===== src/rtl/ftdi_fifo_emu.sv =====
// ftdi_fifo_emu: device end of an FT245-style async FIFO bus, with an RX pattern source and a TX sink/checker.
// Optional host-jitter model on the RXF_n/TXE_n gaps is enabled by defining FTDI_EMU_STALL_EN.
module ftdi_fifo_emu #(
    parameter int DEPTH_LOG2       = 4,
    parameter int RX_BYTES         = 256,
    parameter int RXF_INACTIVE_CYC = 4,
    parameter int TXE_INACTIVE_CYC = 4,
    parameter int TX_DRAIN_CYC     = 2
) (
    input  logic        clk,
    input  logic        rst,
    input  logic        iRX_EN,
    output logic        oFIFO_RXF_n,
    input  logic        iFIFO_RD_n,
    output logic [7:0]  oFIFO_DATA,
    output logic        oFIFO_TXE_n,
    input  logic        iFIFO_WR_n,
    input  logic [7:0]  iFIFO_DATA,
    output logic [15:0] oRX_COUNT,
    output logic [31:0] oTX_COUNT,
    output logic        oTX_ERR,
    output logic [7:0]  oTX_ERR_DATA,
    output logic        oPROTO_ERR
);
    localparam int DEPTH = 1 << DEPTH_LOG2;
    localparam logic [DEPTH_LOG2:0] DEPTH_CNT = (DEPTH_LOG2 + 1)'(DEPTH);
    localparam logic [8:0] RX_GAP_LD = 9'(RXF_INACTIVE_CYC - 1);
    localparam logic [8:0] TX_GAP_LD = 9'(TXE_INACTIVE_CYC - 1);
    localparam logic [7:0] DRAIN_LAST = 8'(TX_DRAIN_CYC - 1);

    typedef enum logic [1:0] {RX_IDLE, RX_READY, RX_DRIVE, RX_GAP} rx_state_t;
    typedef enum logic [1:0] {TX_READY, TX_BUSY, TX_GAP, TX_FULL} tx_state_t;

    rx_state_t rx_state;
    tx_state_t tx_state;
    logic [2:0] rd_sync, wr_sync;
    logic [7:0] dat_s1, dat_s2;
    logic rd_fall, rd_rise, wr_fall, wr_rise;
    logic [8:0] rx_gap, tx_gap;
    logic [2:0] jit;
    logic [7:0] mem [DEPTH];
    logic [DEPTH_LOG2-1:0] wptr, rptr;
    logic [DEPTH_LOG2:0] occ;
    logic full, empty, push, pop;
    logic [7:0] div, exp_byte, pop_byte;

    // Two-flop synchronisers on strobes and data, plus one extra strobe stage for edge detection
    always_ff @(posedge clk or negedge rst) begin
        if (!rst) begin
            rd_sync <= 3'b111;
            wr_sync <= 3'b111;
            dat_s1  <= 8'h00;
            dat_s2  <= 8'h00;
        end else begin
            rd_sync <= {rd_sync[1:0], iFIFO_RD_n};
            wr_sync <= {wr_sync[1:0], iFIFO_WR_n};
            dat_s1  <= iFIFO_DATA;
            dat_s2  <= dat_s1;
        end
    end

    assign rd_fall = rd_sync[2] & ~rd_sync[1];
    assign rd_rise = ~rd_sync[2] & rd_sync[1];
    assign wr_fall = wr_sync[2] & ~wr_sync[1];
    assign wr_rise = ~wr_sync[2] & wr_sync[1];

`ifdef FTDI_EMU_STALL_EN
    logic [7:0] lfsr;

    // Free-running x^8+x^6+x^5+x^4+1 LFSR supplying 0..7 extra gap cycles
    always_ff @(posedge clk or negedge rst) begin
        if (!rst) lfsr <= 8'hA5;
        else lfsr <= {lfsr[6:0], lfsr[7] ^ lfsr[5] ^ lfsr[4] ^ lfsr[3]};
    end

    assign jit = lfsr[2:0];
`else
    assign jit = 3'd0;
`endif

    // RX source: offers one pattern byte per read strobe until RX_BYTES have been sourced
    always_ff @(posedge clk or negedge rst) begin
        if (!rst) begin
            rx_state    <= RX_IDLE;
            oFIFO_RXF_n <= 1'b1;
            oFIFO_DATA  <= 8'h00;
            oRX_COUNT   <= 16'd0;
            rx_gap      <= 9'd0;
        end else begin
            case (rx_state)
                RX_IDLE: begin
                    if (iRX_EN && oRX_COUNT < 16'(RX_BYTES)) begin
                        rx_state    <= RX_READY;
                        oFIFO_RXF_n <= 1'b0;
                    end
                end
                RX_READY: begin
                    if (rd_fall) begin
                        rx_state   <= RX_DRIVE;
                        oFIFO_DATA <= oRX_COUNT[7:0];
                    end
                end
                RX_DRIVE: begin
                    if (rd_rise) begin
                        rx_state    <= RX_GAP;
                        oFIFO_RXF_n <= 1'b1;
                        oFIFO_DATA  <= 8'h00;
                        oRX_COUNT   <= oRX_COUNT + 16'd1;
                        rx_gap      <= RX_GAP_LD + 9'(jit);
                    end
                end
                default: begin
                    if (rx_gap == 9'd0) rx_state <= RX_IDLE;
                    else rx_gap <= rx_gap - 9'd1;
                end
            endcase
        end
    end

    assign full  = occ == DEPTH_CNT;
    assign empty = occ == '0;
    assign push  = tx_state == TX_READY && wr_fall;
    assign pop   = !empty && div == DRAIN_LAST;
    assign pop_byte = mem[rptr];

    // TX sink handshake: one byte per write strobe, TXE_n held high through the gap and while full
    always_ff @(posedge clk or negedge rst) begin
        if (!rst) begin
            tx_state    <= TX_FULL;
            oFIFO_TXE_n <= 1'b1;
            tx_gap      <= 9'd0;
        end else begin
            case (tx_state)
                TX_READY: begin
                    if (wr_fall) begin
                        tx_state    <= TX_BUSY;
                        oFIFO_TXE_n <= 1'b1;
                    end
                end
                TX_BUSY: begin
                    if (wr_rise) begin
                        tx_state <= TX_GAP;
                        tx_gap   <= TX_GAP_LD + 9'(jit);
                    end
                end
                TX_GAP: begin
                    if (tx_gap == 9'd0) begin
                        tx_state    <= full ? TX_FULL : TX_READY;
                        oFIFO_TXE_n <= full;
                    end else begin
                        tx_gap <= tx_gap - 9'd1;
                    end
                end
                default: begin
                    if (!full) begin
                        tx_state    <= TX_READY;
                        oFIFO_TXE_n <= 1'b0;
                    end
                end
            endcase
        end
    end

    // Buffer storage needs no reset; occupancy tracks validity
    always_ff @(posedge clk) begin
        if (push) mem[wptr] <= dat_s2;
    end

    // Buffer pointers and occupancy; simultaneous push and pop leave occupancy unchanged
    always_ff @(posedge clk or negedge rst) begin
        if (!rst) begin
            wptr <= '0;
            rptr <= '0;
            occ  <= '0;
        end else begin
            wptr <= push ? wptr + 1'b1 : wptr;
            rptr <= pop ? rptr + 1'b1 : rptr;
            occ  <= occ + (DEPTH_LOG2 + 1)'(push) - (DEPTH_LOG2 + 1)'(pop);
        end
    end

    // Drain divider: restarts whenever the buffer is empty or a byte is popped
    always_ff @(posedge clk or negedge rst) begin
        if (!rst) div <= 8'd0;
        else div <= (empty || pop) ? 8'd0 : div + 8'd1;
    end

    // Pattern checker resyncs to each popped byte so one bad byte yields one mismatch
    always_ff @(posedge clk or negedge rst) begin
        if (!rst) begin
            exp_byte     <= 8'h00;
            oTX_COUNT    <= 32'd0;
            oTX_ERR      <= 1'b0;
            oTX_ERR_DATA <= 8'h00;
        end else if (pop) begin
            exp_byte  <= pop_byte + 8'd1;
            oTX_COUNT <= oTX_COUNT + 32'd1;
            if (!oTX_ERR && pop_byte != exp_byte) begin
                oTX_ERR      <= 1'b1;
                oTX_ERR_DATA <= pop_byte;
            end
        end
    end

    // Sticky flag for a strobe issued while its flag says the device is not ready
    always_ff @(posedge clk or negedge rst) begin
        if (!rst) oPROTO_ERR <= 1'b0;
        else if ((rd_fall && oFIFO_RXF_n) || (wr_fall && oFIFO_TXE_n)) oPROTO_ERR <= 1'b1;
    end
endmodule


===== config.mk =====
export PLATFORM = sky130hd
export DESIGN_NAME = ftdi_fifo_emu
export DESIGN_NICKNAME = d
export VERILOG_FILES = /design/src/rtl/ftdi_fifo_emu.sv
export SDC_FILE = /design/constraint.sdc
export NUM_CORES = 1
export LEC_CHECK = 0
export BUFFER_PORTS_ARGS = -buffer_cell sky130_fd_sc_hd__buf_4
export CORE_ASPECT_RATIO = 1.4
export CORE_MARGIN = 5
export CORE_UTILIZATION = 55
export CTS_BUF_LIST = sky130_fd_sc_hd__clkbuf_4 sky130_fd_sc_hd__clkbuf_8 sky130_fd_sc_hd__clkbuf_16
export CTS_CLUSTER_DIAMETER = 30
export DETAILED_ROUTE_END_ITERATION = 8
export GPL_ROUTABILITY_DRIVEN = 0
export PLACE_DENSITY_LB_ADDON = 0.08
export REMOVE_ABC_BUFFERS = 1
export SLEW_MARGIN = 20
export SYNTH_ARGS = -nofsm -noshare
export SYNTH_HDL_FRONTEND = slang
export SYNTH_SLANG_ARGS = --single-unit

===== constraint.sdc =====
create_clock -name clk -period 2.96 [get_ports clk]
set_input_delay 0.592 -clock clk [delete_from_list [all_inputs] [get_ports clk]]
set_output_delay 0.592 -clock clk [all_outputs]
set_load 0.01 [all_outputs]

==> flow_metrics.tcl, run 1 <==
set metrics [dict create \
    synth_async_sr_flop_share 0.524 \
    place_hpwl_um 18200 \
    synthToLayoutAreaGrowth_pct 22.3 \
    cp_max_fo 8 \
    clk_latency_ns 0.51 \
    cts_sinks 269 \
    ys_seq_elements 269 \
    worst_r2r_endpoint "oTX_ERR_DATA[4]$_DFFE_PN0P_" \
    synth_area_per_cell_um2 13.7 \
    hold-worst-slack_ns 0.132 \
    drv_slew 0 \
    finClkSkew_ns 0.0120 \
    syn-cell-area_um2 11800 \
    reg2reg_slack_ns 0.10 \
    drcViolationCount 0 \
    dr.pass1.iters 4 \
    grt_pass1_wl_um 41800 \
    core_um2 21200 \
    finalWorstPathRequiredPeriod_ns 2.86 \
    max-cap-violations 0 \
    nets 1046 \
    placedInstanceArea_um2 13000 \
    diodes 0 \
    cp_data_arrival_time_ns 3.24 \
    io_buffers 80 \
    startpoint_type "flop" \
    sw_frac_of_total 0.327 \
    fill_cells 1484 \
    power_density_nw_per_um2 1000 \
    clk_pin_slew_ns 0.06 \
    ir_drop_v 0.000553 \
    p_int_mw 9.73 \
    hold_violations 0 \
    p_switching_mw 4.73 \
    drtAntennaViolNets 0 \
    critical_path_class "flop to flop" \
    synth_edf_count 128 \
    antenna_found_initial 0 \
    fin_area_um2 14400 \
    cts_made_buffers 40 \
    clkPwrFrac 0.335 \
    vias_per_cell 5.61 \
    initial_core_util 0.557 \
    grt_max_degree 87 \
    required_ns 3.34 \
    die_area_um2 24500 \
    root_buffer "clkbuf_16" \
    routed_wirelength_um 25400 \
    wl_per_cell_um 19.6 \
    status "complete, no violations" \
    max_freq_ghz 0.350 \
    finalCritPeriodShare 0.965 \
    pwr-share-seq 0.350 \
    max-slew-margin-rel 0.471 \
    cts_htree_levels 2 \
    r2r_start "rptr[1]$_DFFE_PN0P_" \
    place_inst 1224 \
    stdcell_count 1296 \
    dr.first_iter.drc_count 338 \
    setup_viol 0 \
    io_pins 81 \
    fin_setup_tns_ns 0 \
    grt_usage 0.216 \
    syn-instance-count 860 \
    dieHeight_um 183 \
    ys_seq_area_frac 0.626 \
    vias 7276 \
    cts_hold_buf 0 \
    synth-main-ff-cell "dfrtp_1" \
    ff2ff_path_depth 10 \
    leakagePower_nw 5.94 \
    gr-total-overflow 0 \
    drive_gt1_frac 0.257 \
    ys_warn_count 0 \
    clockBufferDepth 3 \
    die-width_um 134 \
    combPwrFrac 0.315 \
    num_rows 63 \
    synth_cell_types 71 \
    worst-slew-pin-transition_ns 0.793 \
    cts_tree "done" \
    grt_pass1_vias 7863 \
    crit_path_end_kind "flop" \
    hp-class "input pin to async pin" \
]
## timing repair
action	in CTS	in global routing
setup endpoints to repair	3	9
gates cloned	0	0
pin swaps	0	1
setup buffers	0	1
gates resized for setup	1	5
## metrics by stage
stage / utilization / worst slack [ns] / power [mW]
6_report: 0.681 / 0.104 / 14.5
5_1_grt: 0.681 / -0.00357 / 15.3
4_1_cts: 0.679 / 0.0843 / 14.6
3_5_place_dp: 0.614 / 0.0122 / 9.64
3_3_place_gp: 0.614 / 0.0830 / 9.47
2_1_floorplan: - / -0.414 / 8.01
## cells in the final DEF (no fill, tap or decap), types with 4 or more instances in the layout
cell | netlist | routed
and3_1 | 10 | 10
buf_12 | 0 | 4
dfstp_2 | 10 | 10
dfrtp_1 | 131 | 129
mux2_2 | 8 | 8
inv_6 | 0 | 8
inv_8 | 0 | 6
o21ai_1 | 4 | 4
nor3_1 | 15 | 15
nand2b_1 | 7 | 7
and2_1 | 6 | 6
a21oi_1 | 15 | 15
xor2_1 | 31 | 31
buf_4 | 7 | 129
nand3_1 | 27 | 27
bufinv_16 | 0 | 5
or4_1 | 6 | 6
nor4_1 | 4 | 4
mux4_2 | 24 | 24
edfxtp_1 | 128 | 128
a22oi_1 | 4 | 4
nand4_1 | 16 | 16
nor2b_1 | 10 | 10
nor2_1 | 59 | 59
o21ai_0 | 24 | 24
inv_1 | 32 | 32
clkinvlp_4 | 0 | 4
xnor2_1 | 66 | 66
clkbuf_16 | 0 | 41
nand2_1 | 54 | 54
and4_1 | 4 | 4
a22o_1 | 6 | 6
ha_1 | 25 | 25
mux2i_1 | 32 | 31
or3_1 | 8 | 7
nand3b_1 | 10 | 10
## power by group through the flow
| stage | sequential, mW | combinational [mW] | clock (mW) |
|---|---|---|---|
| after floorplan | 5.25 | 2.75 | 0 |
| after global placement | 5.08 | 4.39 | 0 |
| after detailed placement | 5.12 | 4.52 | 0 |
| after CTS | 5.06 | 4.56 | 4.93 |
| after global routing | 5.14 | 4.99 | 5.13 |
| final | 5.06 | 4.55 | 4.85 |
## worst max-delay path, cell delays in order (launching register included)
cell	delay (ns)
dfrtp_2	0.46
buf_4	0.15
mux4_1	0.55
nor2b_1	0.15
a21oi_1	0.27
xnor2_1	0.20
o41ai_2	0.10
buf_4	0.15
a211oi_4	0.19
buf_6	0.16
mux2_2	0.33
## layer usage
| metal | global-route usage | wire length [um] | share of wire | vias to the layer above |
|---|---|---|---|---|
| met5 | 0 | 0 | 0 | - |
| met4 | 0.0762 | 826 | 0.032 | 0 |
| met3 | 0.0332 | 959 | 0.038 | 63 |
| met2 | 0.405 | 14200 | 0.56 | 159 |
| met1 | 0.251 | 9490 | 0.37 | 3628 |
| li1 | - | - | - | 3426 |
## worst max-delay path by stage
stage | start | cells after the start | endpoint
2_1_floorplan | rptr[1]$_DFFE_PN0P_ | 7 | oTX_ERR_DATA[0]$_DFFE_PN0P_
3_3_place_gp | rptr[1]$_DFFE_PN0P_ | 10 | oTX_ERR_DATA[0]$_DFFE_PN0P_
3_5_place_dp | rptr[1]$_DFFE_PN0P_ | 10 | oTX_ERR_DATA[0]$_DFFE_PN0P_
4_1_cts | rptr[1]$_DFFE_PN0P_ | 10 | oTX_ERR_DATA[0]$_DFFE_PN0P_
5_1_grt | occ[3]$_DFF_PN0_ | 15 | occ[4]$_DFF_PN0_
6_report | rptr[1]$_DFFE_PN0P_ | 10 | oTX_ERR_DATA[4]$_DFFE_PN0P_
## logic make-up (layout without fill, tap and decap cells)
family                     count (synthesis)  after routing  share of synthesized area
and+or+nand+nor                          255            255                      0.114
adders and majority gates                 26             26                     0.0282
muxes                                     68             68                     0.0885
buffers and inverters                     64            240                     0.0259
AOI/OAI and AO/OA                         81             81                     0.0461
xor gates and xnor gates                  97             97                     0.0720
DFF                                      269            269                      0.626
## sequential cells by signal, summed over array words and instances (netlist names), 5 cells and up
name	count
exp_byte	8
rx_gap	9
tx_gap	9
oFIFO_DATA	8
occ	5
oRX_COUNT	16
mem	128
oTX_ERR_DATA	8
dat_s2	8
oTX_COUNT	32
dat_s1	8
div	8
## synth_stat cells, drive strengths merged, types with 3 or more instances
| cell type | n | share of area |
|---|---|---|
| or4 | 6 | 0.0038 |
| buf | 19 | 0.012 |
| and4 | 5 | 0.0039 |
| xnor2 | 66 | 0.049 |
| nor2 | 59 | 0.019 |
| nor3 | 16 | 0.0072 |
| o21a | 3 | 0.0019 |
| a22o | 6 | 0.0045 |
| dfrtp | 131 | 0.28 |
| or3 | 8 | 0.0042 |
| mux4 | 27 | 0.052 |
| clkbuf | 11 | 0.0035 |
| and2 | 7 | 0.0037 |
| a21oi | 15 | 0.0064 |
| dfstp | 10 | 0.022 |
| nand2b | 7 | 0.0037 |
| mux2 | 9 | 0.0089 |
| nor4 | 6 | 0.0042 |
| mux2i | 32 | 0.027 |
| nand2 | 54 | 0.017 |
| o21ai | 28 | 0.012 |
| nand3b | 10 | 0.0064 |
| inv | 33 | 0.010 |
| ha | 25 | 0.027 |
| nor4b | 3 | 0.0022 |
| a211oi | 4 | 0.0036 |
| nor3b | 3 | 0.0019 |
| nor2b | 10 | 0.0053 |
| nand3 | 28 | 0.012 |
| nand4 | 16 | 0.0085 |
| and3 | 10 | 0.0053 |
| or2 | 3 | 0.0016 |
| xor2 | 31 | 0.023 |
| edfxtp | 128 | 0.33 |
| a22oi | 4 | 0.0025 |
## layout make-up
type | count | area [um2] | area share
clock buffers | 43 | 1040 | 0.0721
clock inverters | 28 | 353 | 0.0244
inverters | 34 | 128 | 0.00884
multi-input cells | 527 | 4130 | 0.286
flip-flops and latches | 269 | 7390 | 0.512
well taps | 260 | 325 | 0.0225
repair buffers | 135 | 1070 | 0.0742
No activity file was read; power rests on OpenSTA's default activity.
==> inputs of run 2 (changes only) <==
--- a/config.mk
+++ b/config.mk
@@ -14,6 +14,7 @@
 export DETAILED_ROUTE_END_ITERATION = 8
 export GPL_ROUTABILITY_DRIVEN = 0
 export PLACE_DENSITY_LB_ADDON = 0.08
+export RECOVER_POWER = 50
 export REMOVE_ABC_BUFFERS = 1
 export SLEW_MARGIN = 20
 export SYNTH_ARGS = -nofsm -noshare
==> constraint.sdc (replaced) <==
create_clock -name clk -period 2.68 [get_ports clk]
set_input_delay 0.536 -clock clk [delete_from_list [all_inputs] [get_ports clk]]
set_output_delay 0.536 -clock clk [all_outputs]
set_load 0.01 [all_outputs]
==> flow_metrics.tcl, run 2 (synthesis gave the netlist of run 1 again) <==
set metrics [dict create \
    dieHeight_um 183 \
    stdcell_count 1341 \
    critical_path_class "flop to flop" \
    gr-total-overflow 0 \
    cts_made_buffers 41 \
    drcViolationCount 0 \
    hold_path_startpoint "iFIFO_WR_n" \
    nets 1087 \
    ir_drop_v 0.000807 \
    path_buf_inv 3 \
    vias_per_cell 5.61 \
    initial_core_util 0.557 \
    total_power_mw 16.8 \
    die_area_um2 24500 \
    io_buffers 80 \
    fin_area_um2 15000 \
    crit_path_end_kind "flop" \
    dr.pass1.iters 5 \
    hp-class "input pin to flop" \
    die-width_um 134 \
    grt_max_degree 61 \
    slowest_delay_ns 0.56 \
    finalWorstPathRequiredPeriod_ns 2.80 \
    place_inst 1254 \
    num_rows 63 \
    setup_slack_ns -0.120 \
    finalCritPeriodShare 1.04 \
    wl_per_cell_um 19.4 \
    crit_path_cell_trace "buf_12 -> buf_12 -> mux4_2 -> xnor2_2 -> o211ai_1 -> a2111o_1 -> o41ai_4 -> a211oi_4 -> buf_12 -> mux2_4" \
    status "complete, but fails checks" \
    cp_max_fo 8 \
    finClkSkew_ns 0.0159 \
    final_common_cell "buf_4" \
    grt_usage 0.215 \
    regMostFlops "mem" \
    cts_htree_levels 2 \
    max-cap-violations 1 \
    root_buffer "clkbuf_16" \
    path_delay_family "multiplexers" \
    power_density_nw_per_um2 1120 \
    core_um2 21200 \
    drv_slew 61 \
    required_ns 3.07 \
    clk_pin_slew_ns 0.06 \
    max-slew-margin-rel -0.0118 \
    worst-slew-pin-transition_ns 1.52 \
    dr.first_iter.drc_count 353 \
    cp_data_arrival_time_ns 3.19 \
    io_pins 81 \
    critPathMostFrequentCell "buf_12" \
    violations "capacitance limit, slew limit, setup timing" \
    dp_slack_ns -0.261 \
    grt_pass1_wl_um 41800 \
    diodes 0 \
    routed_wirelength_um 26000 \
    cts_sinks 269 \
    final_util 0.708 \
    fin_setup_tns_ns -0.862 \
    startpoint_type "flop" \
    clockBufferDepth 3 \
    cp-startpoint "rptr[0]$_DFFE_PN0P_" \
    hold-worst-slack_ns 0.131 \
    top_regs "mem: 128 flops, oTX_COUNT: 32 flops, oRX_COUNT: 16 flops" \
    rsz0062_at_grt "true" \
    vias 7526 \
    setup_viol 9 \
    antenna_found_initial 0 \
    r2r_start "rptr[0]$_DFFE_PN0P_" \
    placedInstanceArea_um2 13200 \
    hold_violations 0 \
    synthToLayoutAreaGrowth_pct 27.2 \
    drtAntennaViolNets 0 \
    largest_register_ff_count 128 \
    max_freq_ghz 0.357 \
    drive_gt1_frac 0.308 \
    grt_pass1_vias 8029 \
    crit_path_top_delay_cell "mux4_2" \
    place_hpwl_um 18100 \
    final_cell_mix "buf_4 (144), dfrtp_1 (129), edfxtp_1 (128), xnor2_1 (61), nor2_1 (55)" \
    leakagePower_nw 6.22 \
    clk_latency_ns 0.51 \
    cts_tree "done" \
]
==> run 2: cell count changes in the layout (fill, tap and decap cells not counted), sizes merged <==
cell	change
clkinv	+6
bufinv	-3
buf	+24
clkinvlp	-2
clkbuf	+20
==> run 2: power breakdown <==
| part | switching, mW | total, mW | internal [mW] |
|---|---|---|---|
| clock | 1.99 | 5.25 | 3.26 |
| combinational | 2.96 | 5.99 | 3.03 |
| sequential | 0.641 | 5.59 | 4.95 |
| total | 5.59 | 16.8 | 11.2 |
==> run 2: worst paths after layout <==
kind / slack [ns] / depth (start not counted) / end
worst max-delay path: -0.12 / 10 / oTX_ERR_DATA[5]$_DFFE_PN0P_
worst min-delay path: 0.13 / 1 / wr_sync[0]$_DFF_PN1_
worst max register to register: -0.12 / 10 / oTX_ERR_DATA[5]$_DFFE_PN0P_
worst min register to register: 0.35 / 0 / dat_s2[4]$_DFF_PN0_
max in group asynchronous: 0.54 / 2 / rptr[2]$_DFFE_PN0P_
min in group asynchronous: 0.40 / 1 / dat_s1[1]$_DFF_PN0_
==> run 2: worst register-to-register path, delay by kind of cell, from the launching register on <==
| kind | cells | cell delay [ns] |
|---|---|---|
| multiplexers | 2 | 0.85 |
| AO/OA/AOI/OAI | 4 | 0.79 |
| buffers and inverters | 3 | 0.41 |
| flip-flops | 1 | 0.41 |
| XOR/XNOR | 1 | 0.22 |
==> run 2: area by class of cell <==
class	count	area (um2)
Sequential cell	269	7390
Fill cell	1437	6190
Multi-Input combinational cell	527	4330
Timing Repair Buffer	175	1440
Clock buffer	47	1110
Tap cell	260	325
Clock inverter	29	293
Inverter	34	130
==> run 2: per-layer routing <==
layer | global-route usage | vias to the layer above | wire [um]
li1 | - | 3518 | -
met1 | 0.250 | 3771 | 9810
met2 | 0.402 | 179 | 14300
met3 | 0.0340 | 58 | 1050
met4 | 0.0758 | 0 | 810
met5 | 0 | - | 0
==> run 2: repair_timing <==
item,in CTS,in global routing
setup endpoints to repair,12,23
gates cloned,0,0
hold buffers,0,0
pin swaps,12,9
hold endpoints to repair,0,0
buffers inserted,11,6
resized for setup,36,25
